## src/rtl/mult_div_unit.sv

```systemverilog
// mult_div_unit
//   Multicycle HI/LO multiply/divide unit. A start request in IDLE latches the
//   operands and runs WIDTH shift-add (multiply) or restoring-division
//   iterations. A FIX cycle applies the sign correction and writes hi/lo, and
//   done then pulses for one cycle. mthi/mtlo writes load hi/lo from a_output
//   while the unit is idle.
//
//   Optional feature: define MULTDIV_UNSIGNED_EN so that op[1] = 1 selects the
//   unsigned operations (multu/divu). When it is undefined, op[1] is ignored
//   and every operation is signed.
//
// Ports
//   clk       in   system clock, rising edge
//   reset_n   in   asynchronous active-low reset
//   start     in   one-cycle request, sampled only in IDLE
//   op        in   [2]  00 mult, 01 div, 10 multu, 11 divu
//   a_output  in   [WIDTH] rs operand (multiplicand / dividend); mthi/mtlo data
//   b_output  in   [WIDTH] rt operand (multiplier / divisor)
//   hi_write  in   mthi strobe
//   lo_write  in   mtlo strobe
//   hi        out  [WIDTH] product upper half / remainder
//   lo        out  [WIDTH] product lower half / quotient
//   busy      out  high in CALC and FIX
//   done      out  one-cycle completion pulse
//   div_zero  out  set by a divide with b_output == 0, cleared by the next start
module mult_div_unit #(
  parameter int WIDTH = 32
) (
  input  logic             clk,
  input  logic             reset_n,
  input  logic             start,
  input  logic [1:0]       op,
  input  logic [WIDTH-1:0] a_output,
  input  logic [WIDTH-1:0] b_output,
  input  logic             hi_write,
  input  logic             lo_write,
  output logic [WIDTH-1:0] hi,
  output logic [WIDTH-1:0] lo,
  output logic             busy,
  output logic             done,
  output logic             div_zero
);

  localparam int CW = (WIDTH > 1) ? $clog2(WIDTH) : 1;
  localparam logic [CW-1:0] LAST_ITER = CW'(WIDTH - 1);

  typedef enum logic [1:0] {IDLE, CALC, FIX, DONE} state_t;

  state_t             state_reg, state_next;
  logic [CW-1:0]      iter_reg;
  // Multiply: {upper accumulator, multiplier shifting out}.
  // Divide:   {remainder, dividend shifting out / quotient shifting in}.
  logic [2*WIDTH-1:0] acc_reg;
  logic [WIDTH-1:0]   opd_reg;      // multiplicand or divisor magnitude
  logic               is_div_reg;
  logic               neg_q_reg;    // operand signs differ
  logic               neg_r_reg;    // dividend was negative
  logic               div_zero_reg;
  logic [WIDTH-1:0]   hi_reg, lo_reg;

  // Operand decode
  logic             op_signed;
`ifdef MULTDIV_UNSIGNED_EN
  assign op_signed = ~op[1];
`else
  logic unused_op;
  assign unused_op = op[1];
  assign op_signed = 1'b1;
`endif

  logic             a_neg, b_neg, start_div_zero;
  logic [WIDTH-1:0] a_mag, b_mag;
  assign a_neg          = op_signed & a_output[WIDTH-1];
  assign b_neg          = op_signed & b_output[WIDTH-1];
  assign a_mag          = a_neg ? -a_output : a_output;
  assign b_mag          = b_neg ? -b_output : b_output;
  assign start_div_zero = op[0] & (b_output == '0);

  // One shift-add multiply step; the extra sum bit is the carry that the
  // right shift moves into the top of the accumulator.
  logic [WIDTH:0]     add_sum;
  logic [2*WIDTH-1:0] mul_next;
  assign add_sum  = {1'b0, acc_reg[2*WIDTH-1:WIDTH]} + {1'b0, (acc_reg[0] ? opd_reg : '0)};
  assign mul_next = {add_sum, acc_reg[WIDTH-1:1]};

  // One restoring-division step. The remainder is always below the divisor,
  // so the shifted value fits WIDTH+1 bits and diff[WIDTH] is the borrow.
  logic [WIDTH:0]     div_shift, div_diff;
  logic               div_keep;
  logic [2*WIDTH-1:0] div_next;
  assign div_shift = {acc_reg[2*WIDTH-1:WIDTH], acc_reg[WIDTH-1]};
  assign div_diff  = div_shift - {1'b0, opd_reg};
  assign div_keep  = ~div_diff[WIDTH];
  assign div_next  = {(div_keep ? div_diff[WIDTH-1:0] : div_shift[WIDTH-1:0]),
                      acc_reg[WIDTH-2:0], div_keep};

  // Sign correction applied in FIX
  logic [WIDTH-1:0] fix_hi, fix_lo;
  always_comb begin
    fix_hi = acc_reg[2*WIDTH-1:WIDTH];
    fix_lo = acc_reg[WIDTH-1:0];
    if (is_div_reg) begin
      if (neg_q_reg) fix_lo = -acc_reg[WIDTH-1:0];
      if (neg_r_reg) fix_hi = -acc_reg[2*WIDTH-1:WIDTH];
    end else if (neg_q_reg) begin
      {fix_hi, fix_lo} = -acc_reg;
    end
  end

  // FSM state register
  always_ff @(posedge clk or negedge reset_n) begin
    if (!reset_n) state_reg <= IDLE;
    else          state_reg <= state_next;
  end

  // FSM next state and outputs
  always_comb begin
    state_next = state_reg;
    busy       = 1'b0;
    done       = 1'b0;
    case (state_reg)
      IDLE: if (start) state_next = start_div_zero ? DONE : CALC;
      CALC: begin
        busy = 1'b1;
        if (iter_reg == LAST_ITER) state_next = FIX;
      end
      FIX: begin
        busy       = 1'b1;
        state_next = DONE;
      end
      DONE: begin
        done       = 1'b1;
        state_next = IDLE;
      end
      default: state_next = IDLE;
    endcase
  end

  // Datapath
  always_ff @(posedge clk or negedge reset_n) begin
    if (!reset_n) begin
      iter_reg     <= '0;
      acc_reg      <= '0;
      opd_reg      <= '0;
      is_div_reg   <= 1'b0;
      neg_q_reg    <= 1'b0;
      neg_r_reg    <= 1'b0;
      div_zero_reg <= 1'b0;
      hi_reg       <= '0;
      lo_reg       <= '0;
    end else begin
      case (state_reg)
        IDLE: begin
          if (start) begin
            iter_reg     <= '0;
            is_div_reg   <= op[0];
            neg_q_reg    <= a_neg ^ b_neg;
            neg_r_reg    <= a_neg;
            div_zero_reg <= start_div_zero;
            if (op[0]) begin
              acc_reg <= {{WIDTH{1'b0}}, a_mag};
              opd_reg <= b_mag;
            end else begin
              acc_reg <= {{WIDTH{1'b0}}, b_mag};
              opd_reg <= a_mag;
            end
          end else begin
            if (hi_write) hi_reg <= a_output;
            if (lo_write) lo_reg <= a_output;
          end
        end
        CALC: begin
          iter_reg <= iter_reg + CW'(1);
          acc_reg  <= is_div_reg ? div_next : mul_next;
        end
        FIX: begin
          hi_reg <= fix_hi;
          lo_reg <= fix_lo;
        end
        default: ;
      endcase
    end
  end

  assign hi       = hi_reg;
  assign lo       = lo_reg;
  assign div_zero = div_zero_reg;

endmodule
```

## config.mk

```make
export PLATFORM = sky130hd
export DESIGN_NAME = mult_div_unit
export DESIGN_NICKNAME = d
export VERILOG_FILES = /design/src/rtl/mult_div_unit.sv
export SDC_FILE = /design/constraint.sdc
export NUM_CORES = 1
export LEC_CHECK = 0
export CAP_MARGIN = 20
export CORE_ASPECT_RATIO = 0.5
export CORE_MARGIN = 2
export CORE_UTILIZATION = 59
export CTS_CLUSTER_DIAMETER = 40
export CTS_CLUSTER_SIZE = 10
export DETAILED_ROUTE_END_ITERATION = 12
export DONT_BUFFER_PORTS = 1
export PLACE_DENSITY = 0.74
export REMOVE_ABC_BUFFERS = 1
export SLEW_MARGIN = 10
export SYNTH_ARGS = -nofsm -noshare
export SYNTH_HDL_FRONTEND = slang
export SYNTH_SLANG_ARGS = --single-unit
export TNS_END_PERCENT = 10
```

## constraint.sdc

```tcl
create_clock -name clk -period 5.4 [get_ports clk]
set_clock_uncertainty 0.2 [all_clocks]
set_input_delay 1.08 -clock clk [delete_from_list [all_inputs] [get_ports clk]]
set_output_delay 1.08 -clock clk [all_outputs]
set_load 0.03 [all_outputs]
```

Yosys cells after proc, flatten, opt, wreduce, memory -nomap -nowiden --
Cells that the tools add are included.
Operators by class: reductions and logical operators 10, bitwise gates (word level) 3, muxes and demuxes 29, eq/ne operators 9, add/subtract/negate cells 8
Operators with widths (number):
- $mux W32 | 16
- $mux W64 | 2
- $neg A32 Y32 | 4
- $pmux W32 S2 | 2
- $pmux W64 S2 | 1
- $neg A64 Y64 | 1
- $add A32 B32 Y33 | 1
- $sub A33 B32 Y33 | 1
- $logic_not A32 Y1 | 1
- $ne A2 B2 Y1 const B | 5
- $pmux W5 S2 | 1
- $pmux W2 S4 | 1
- $mux W2 | 3
- $reduce_and A2 Y1 | 3
- $reduce_and A3 Y1 | 2
- $add A5 B1 Y5 const B | 1
- $eq A5 B5 Y1 const B | 1
- $mux W5 | 1
- $eq A2 B2 Y1 const B | 2
- $reduce_bool A2 Y1 | 2
- $eq A2 B1 Y1 const B | 1
- $logic_not A2 Y1 | 1
- $mux W1 | 2
- $reduce_or A2 Y1 | 1
- 3 further kinds | 3
Word-level totals: bits of input ports 71, output and inout port bits 67, flip-flop bits (word level) 171, logic and storage cells 69

Logic depth before layout (Yosys ltp) --
depth in word-level cells 5, gate-level depth with buffers 14, depth with buffers taken out 13

Worst setup path before layout --
OpenSTA, ideal clock, no wires.
path kind in2reg, start point input b_output[1], end point register acc_reg[30], library setup time 0.154 ns, buffers on the path 0, path slack 1.775 ns, arrival 3.271 ns, required time 5.046 ns, stages 10, cell sequence inv_1 ha_1 or3b_2 nor3_1 nand4_1 or4_1 o31ai_1 xnor2_1 o211ai_1 o311ai_0
Between the ends: cells in the longest elaborated chain, start to end 5
Ends and longest elaborated chain:
- from (decl) | line 34 | input logic [WIDTH-1:0] b_output,
- $neg A32 Y32 | line 76 | assign b_mag = b_neg ? -b_output : b_output;
- $mux W32 | line 76
- $mux W32 | line 160 | if (op[0]) begin
- $mux W64 | line 154 | if (start) begin
- $pmux W64 S2 | line 152 | case (state_reg)
- to (signal assigned) | line 161 | acc_reg <= {{WIDTH{1'b0}}, a_mag};
- to (signal assigned) | line 164 | acc_reg <= {{WIDTH{1'b0}}, b_mag};
- to (signal assigned) | line 174 | acc_reg <= is_div_reg ? div_next : mul_next;
- to (decl) | line 53 | logic [2*WIDTH-1:0] acc_reg;
Every way passes these cells. The select of a mux whose other input is x is not followed. A chain may end at the register's enable or synchronous reset.

Final worst setup path --
start point register acc_reg[0], end point register acc_reg[63]
Between the ends: cells in the longest elaborated chain, start to end 4
Ends and longest elaborated chain:
- $mux W32 | line 83 | assign add_sum = {1'b0, acc_reg[2*WIDTH-1:WIDTH]} + {1'b0, (acc_reg[0] ? opd_reg : '0)};
- $add A32 B32 Y33 | line 83
- $mux W64 | line 174
- $pmux W64 S2 | line 152
Every way passes these cells.

==> impl_metrics.tcl <==
set metrics [dict create \
    outcome "complete, no violations" \
    r2r_setup_slack_ns 0.91 \
    synth-async-reset-ratio_pct 100.0 \
    synthFlopType "dfrtp_1" \
    die_w_um 230.3 \
    pwr_density_cell_mw_per_mm2 691.6 \
    fin_nets 1989 \
    startpoint "acc_reg[0]$_DFFE_PN0P_" \
    tightest_slew_ns 0.9900 \
    fp.coreArea_sq_mm 0.02519 \
    start_kind "register" \
    max_cap_violations 0 \
    rsz0062_at_grt "no" \
    synth_area_sq_mm 0.01511 \
    ioPinCount 138 \
    area_growth_pct 4.787 \
    start_util_pct 59.98 \
    vdd_drop_max_v 0.0003015 \
    drt-vias-per-instance 6.511 \
    setup_viol 0 \
    overflow 0 \
    post_cts_buffers 0 \
    holdBufCountCts 0 \
    path_clk_slew_ns 0.07 \
    worstSkewPairLatency_ns 0.46 \
    wl_um 48120 \
    gp_congestion 0.9572 \
    yosys_register_bits 171 \
    placed_cells 2167 \
    clock_path_buffers 2 \
    cts.repair.resized 0 \
    min_period_ns 4.489 \
    fp-row-count 41 \
    r2r-start "acc_reg[0]$_DFFE_PN0P_" \
    vias 14305 \
    netlist.area_leader.share_pct 28.32 \
    cp-end-kind "register" \
    arrival_ns 4.68 \
    reg2reg_to "acc_reg[63]$_DFFE_PN0P_" \
    first_iter_violations 1664 \
    antenna_found_initial 2 \
    relSlewSlack_pct 33.84 \
    hold_viol_final 0 \
    drc 0 \
    clock_sinks 171 \
    synth_area_leaders "dfrtp_1 28%, o21ai_0 6.7%, ha_1 6.1%, xnor2_1 5.7%, a21oi_1 5.7%" \
    cp-endpoint "acc_reg[63]$_DFFE_PN0P_" \
    die-area_sq_mm 0.02698 \
    cts_max_level 4 \
    cts_buffers 17 \
    largest_reg_flops 64 \
    synthCells 1920 \
    drv_slew 0 \
    grt_pass1_wl_um 74920 \
    final_cells 2197 \
    ys_warn_count 0 \
    final.period_utilization_pct 83.12 \
    critical_path_class "reg -> reg" \
    drive_gt1_share_pct 6.314 \
    hpwl_um 35770 \
    grt_max_degree 172 \
    ant_nets 0 \
    cts_tree "built" \
    yosysTopAreaCell "dfrtp_1" \
    fin_setup_tns_ns 0 \
    root_buffer "clkbuf_16" \
    rr_worst_depth 13 \
    antenna_cells 0 \
    drtPass1Iterations 8 \
    synth.distinct_cells 78 \
    fmax_mhz 222.8 \
    port_buffers 0 \
    die_y_um 117.2 \
    track_usage_pct 36.30 \
    cellLeakagePower_nw 6.695 \
    worst-path-max-fanout 17 \
    grt_pass1_vias 13152 \
    synth-edff-count 0 \
    min_path_type "in -> async" \
    yosysSeqAreaShare_pct 28.32 \
    crit_required_ns 5.59 \
    syn_area_per_cell_sq_um 7.869 \
    wl_per_cell_um 21.90 \
]
[metal layers]
| layer | track usage, % | vias up | share of wire, % |
|---|---|---|---|
| met3 | 9.254 | 85 | 11 |
| met5 | 0 | - | 0.027 |
| met1 | 53.01 | 6813 | 45 |
| met4 | 10.28 | 2 | 2.0 |
| li1 | - | 6737 | - |
| met2 | 53.15 | 668 | 41 |
[metrics by stage]
stage               setup slack [ns]  utilization [%]  instance area (sq um)  total power, mW  hold WS [ns]
global route                  0.6162            62.85                  15830            11.75       0.09821
finish                        0.9113            62.85                  15830            10.95        0.1062
detailed placement             1.125            60.65                  15280            9.513        0.2720
floorplan                     0.7122                -                  14640            7.727        0.2498
global placement               1.173            60.62                  15270            9.412        0.2630
CTS                            1.075            62.85                  15830            10.78        0.1020
[logic make-up (layout without fill, tap and decap cells)]
family / count (synthesis) / after routing / synth area share (%)
xor+xnor: 175 / 175 / 10.19
compound gates: 633 / 633 / 25.66
flops: 171 / 171 / 28.32
buf+inv: 184 / 117 / 4.795
mux: 92 / 92 / 6.327
simple gates: 589 / 589 / 18.30
fa+ha+maj: 76 / 76 / 6.393
[worst min path at each step]
stage | end | slack [ns] | depth (start not counted)
2_1_floorplan | opd_reg[12]$_DFFE_PN0P_ | 0.25 | 2
3_3_place_gp | opd_reg[2]$_DFFE_PN0P_ | 0.26 | 2
3_5_place_dp | opd_reg[27]$_DFFE_PN0P_ | 0.27 | 2
4_1_cts | lo[9]$_DFFE_PN0P_ | 0.10 | 0
5_1_grt | acc_reg[10]$_DFFE_PN0P_ | 0.1 | 0
6_report | lo[9]$_DFFE_PN0P_ | 0.11 | 0
[report_power, final]
group	leakage, nW	total [mW]	internal (mW)	switching, mW
Combinational	4.31	6.67	2.61	4.06
Sequential	2.12	3.04	1.86	1.18
Clock	0.271	1.24	0.678	0.560
Total	6.70	10.9	5.15	5.80
[cells in the mapped netlist (5+ instances only)]
cell type and number:
xor2_1 75, nand3_1 30, o21a_1 13, or2_2 11
buf_2 12, a21oi_1 171, nand2_1 200, nor4_1 11
o21ai_0 202, mux2i_1 64, o21ai_1 12, o211ai_1 21
o221ai_1 10, and2_1 5, clkbuf_1 92, nor2_1 180
mux2_2 28, a22oi_1 15, nand2b_1 10, nor3_1 34
xnor2_1 99, nor2b_1 20, dfrtp_1 171, or4_1 14
o31ai_1 29, o41ai_1 10, or3_1 21, nand4_1 17
nor3b_1 6, buf_1 10, ha_1 74, a21o_1 43
o21bai_1 8, a31oi_1 9, and3_1 6, o31a_1 6
a211oi_1 37, inv_1 67
[layout by cell type (no fill, tap or decap), types with 8 or more instances in the layout]
master / instances
nand2b_1: 10
inv_1: 67
clkbuf_16: 17
xor2_1: 75
mux2i_1: 64
mux2_2: 28
or3_1: 21
o221ai_1: 10
buf_4: 20
o211ai_1: 21
nand4_1: 17
dfrtp_1: 170
or2_2: 11
nand3_1: 30
a21o_1: 43
nor2_1: 180
o21a_1: 13
o31ai_1: 29
a22oi_1: 15
o21bai_1: 8
or4_1: 14
o41ai_1: 10
a21oi_1: 168
ha_1: 72
nor3_1: 34
o21ai_0: 202
nor2b_1: 20
nor4_1: 11
a211oi_1: 37
xnor2_1: 99
o21ai_1: 12
a31oi_1: 9
nand2_1: 200
[area by class of cell]
| cell class | instances | area, sq um |
|---|---|---|
| Inverter | 67 | 251.5 |
| Clock inverter | 10 | 117.6 |
| Sequential cell | 171 | 4280 |
| Timing Repair Buffer | 20 | 150.1 |
| Clock buffer | 20 | 436.7 |
| Tap cell | 344 | 430.4 |
| Multi-Input combinational cell | 1565 | 10160 |
| Fill cell | 2273 | 9356 |
[worst max-delay path, stage by stage (launching register included)]
cell and delay [ns]:
dfrtp_1 0.48, inv_1 0.59, buf_4 0.36, nor2_1 0.08, ha_1 0.38, o211ai_1 0.13, a21oi_1 0.12, o21ai_0 0.20
a2111oi_0 0.83, o31ai_1 0.25, a21boi_0 0.37, nand3_1 0.12, a21oi_1 0.16, a32o_1 0.16
Power figures use the tool's default switching activity.
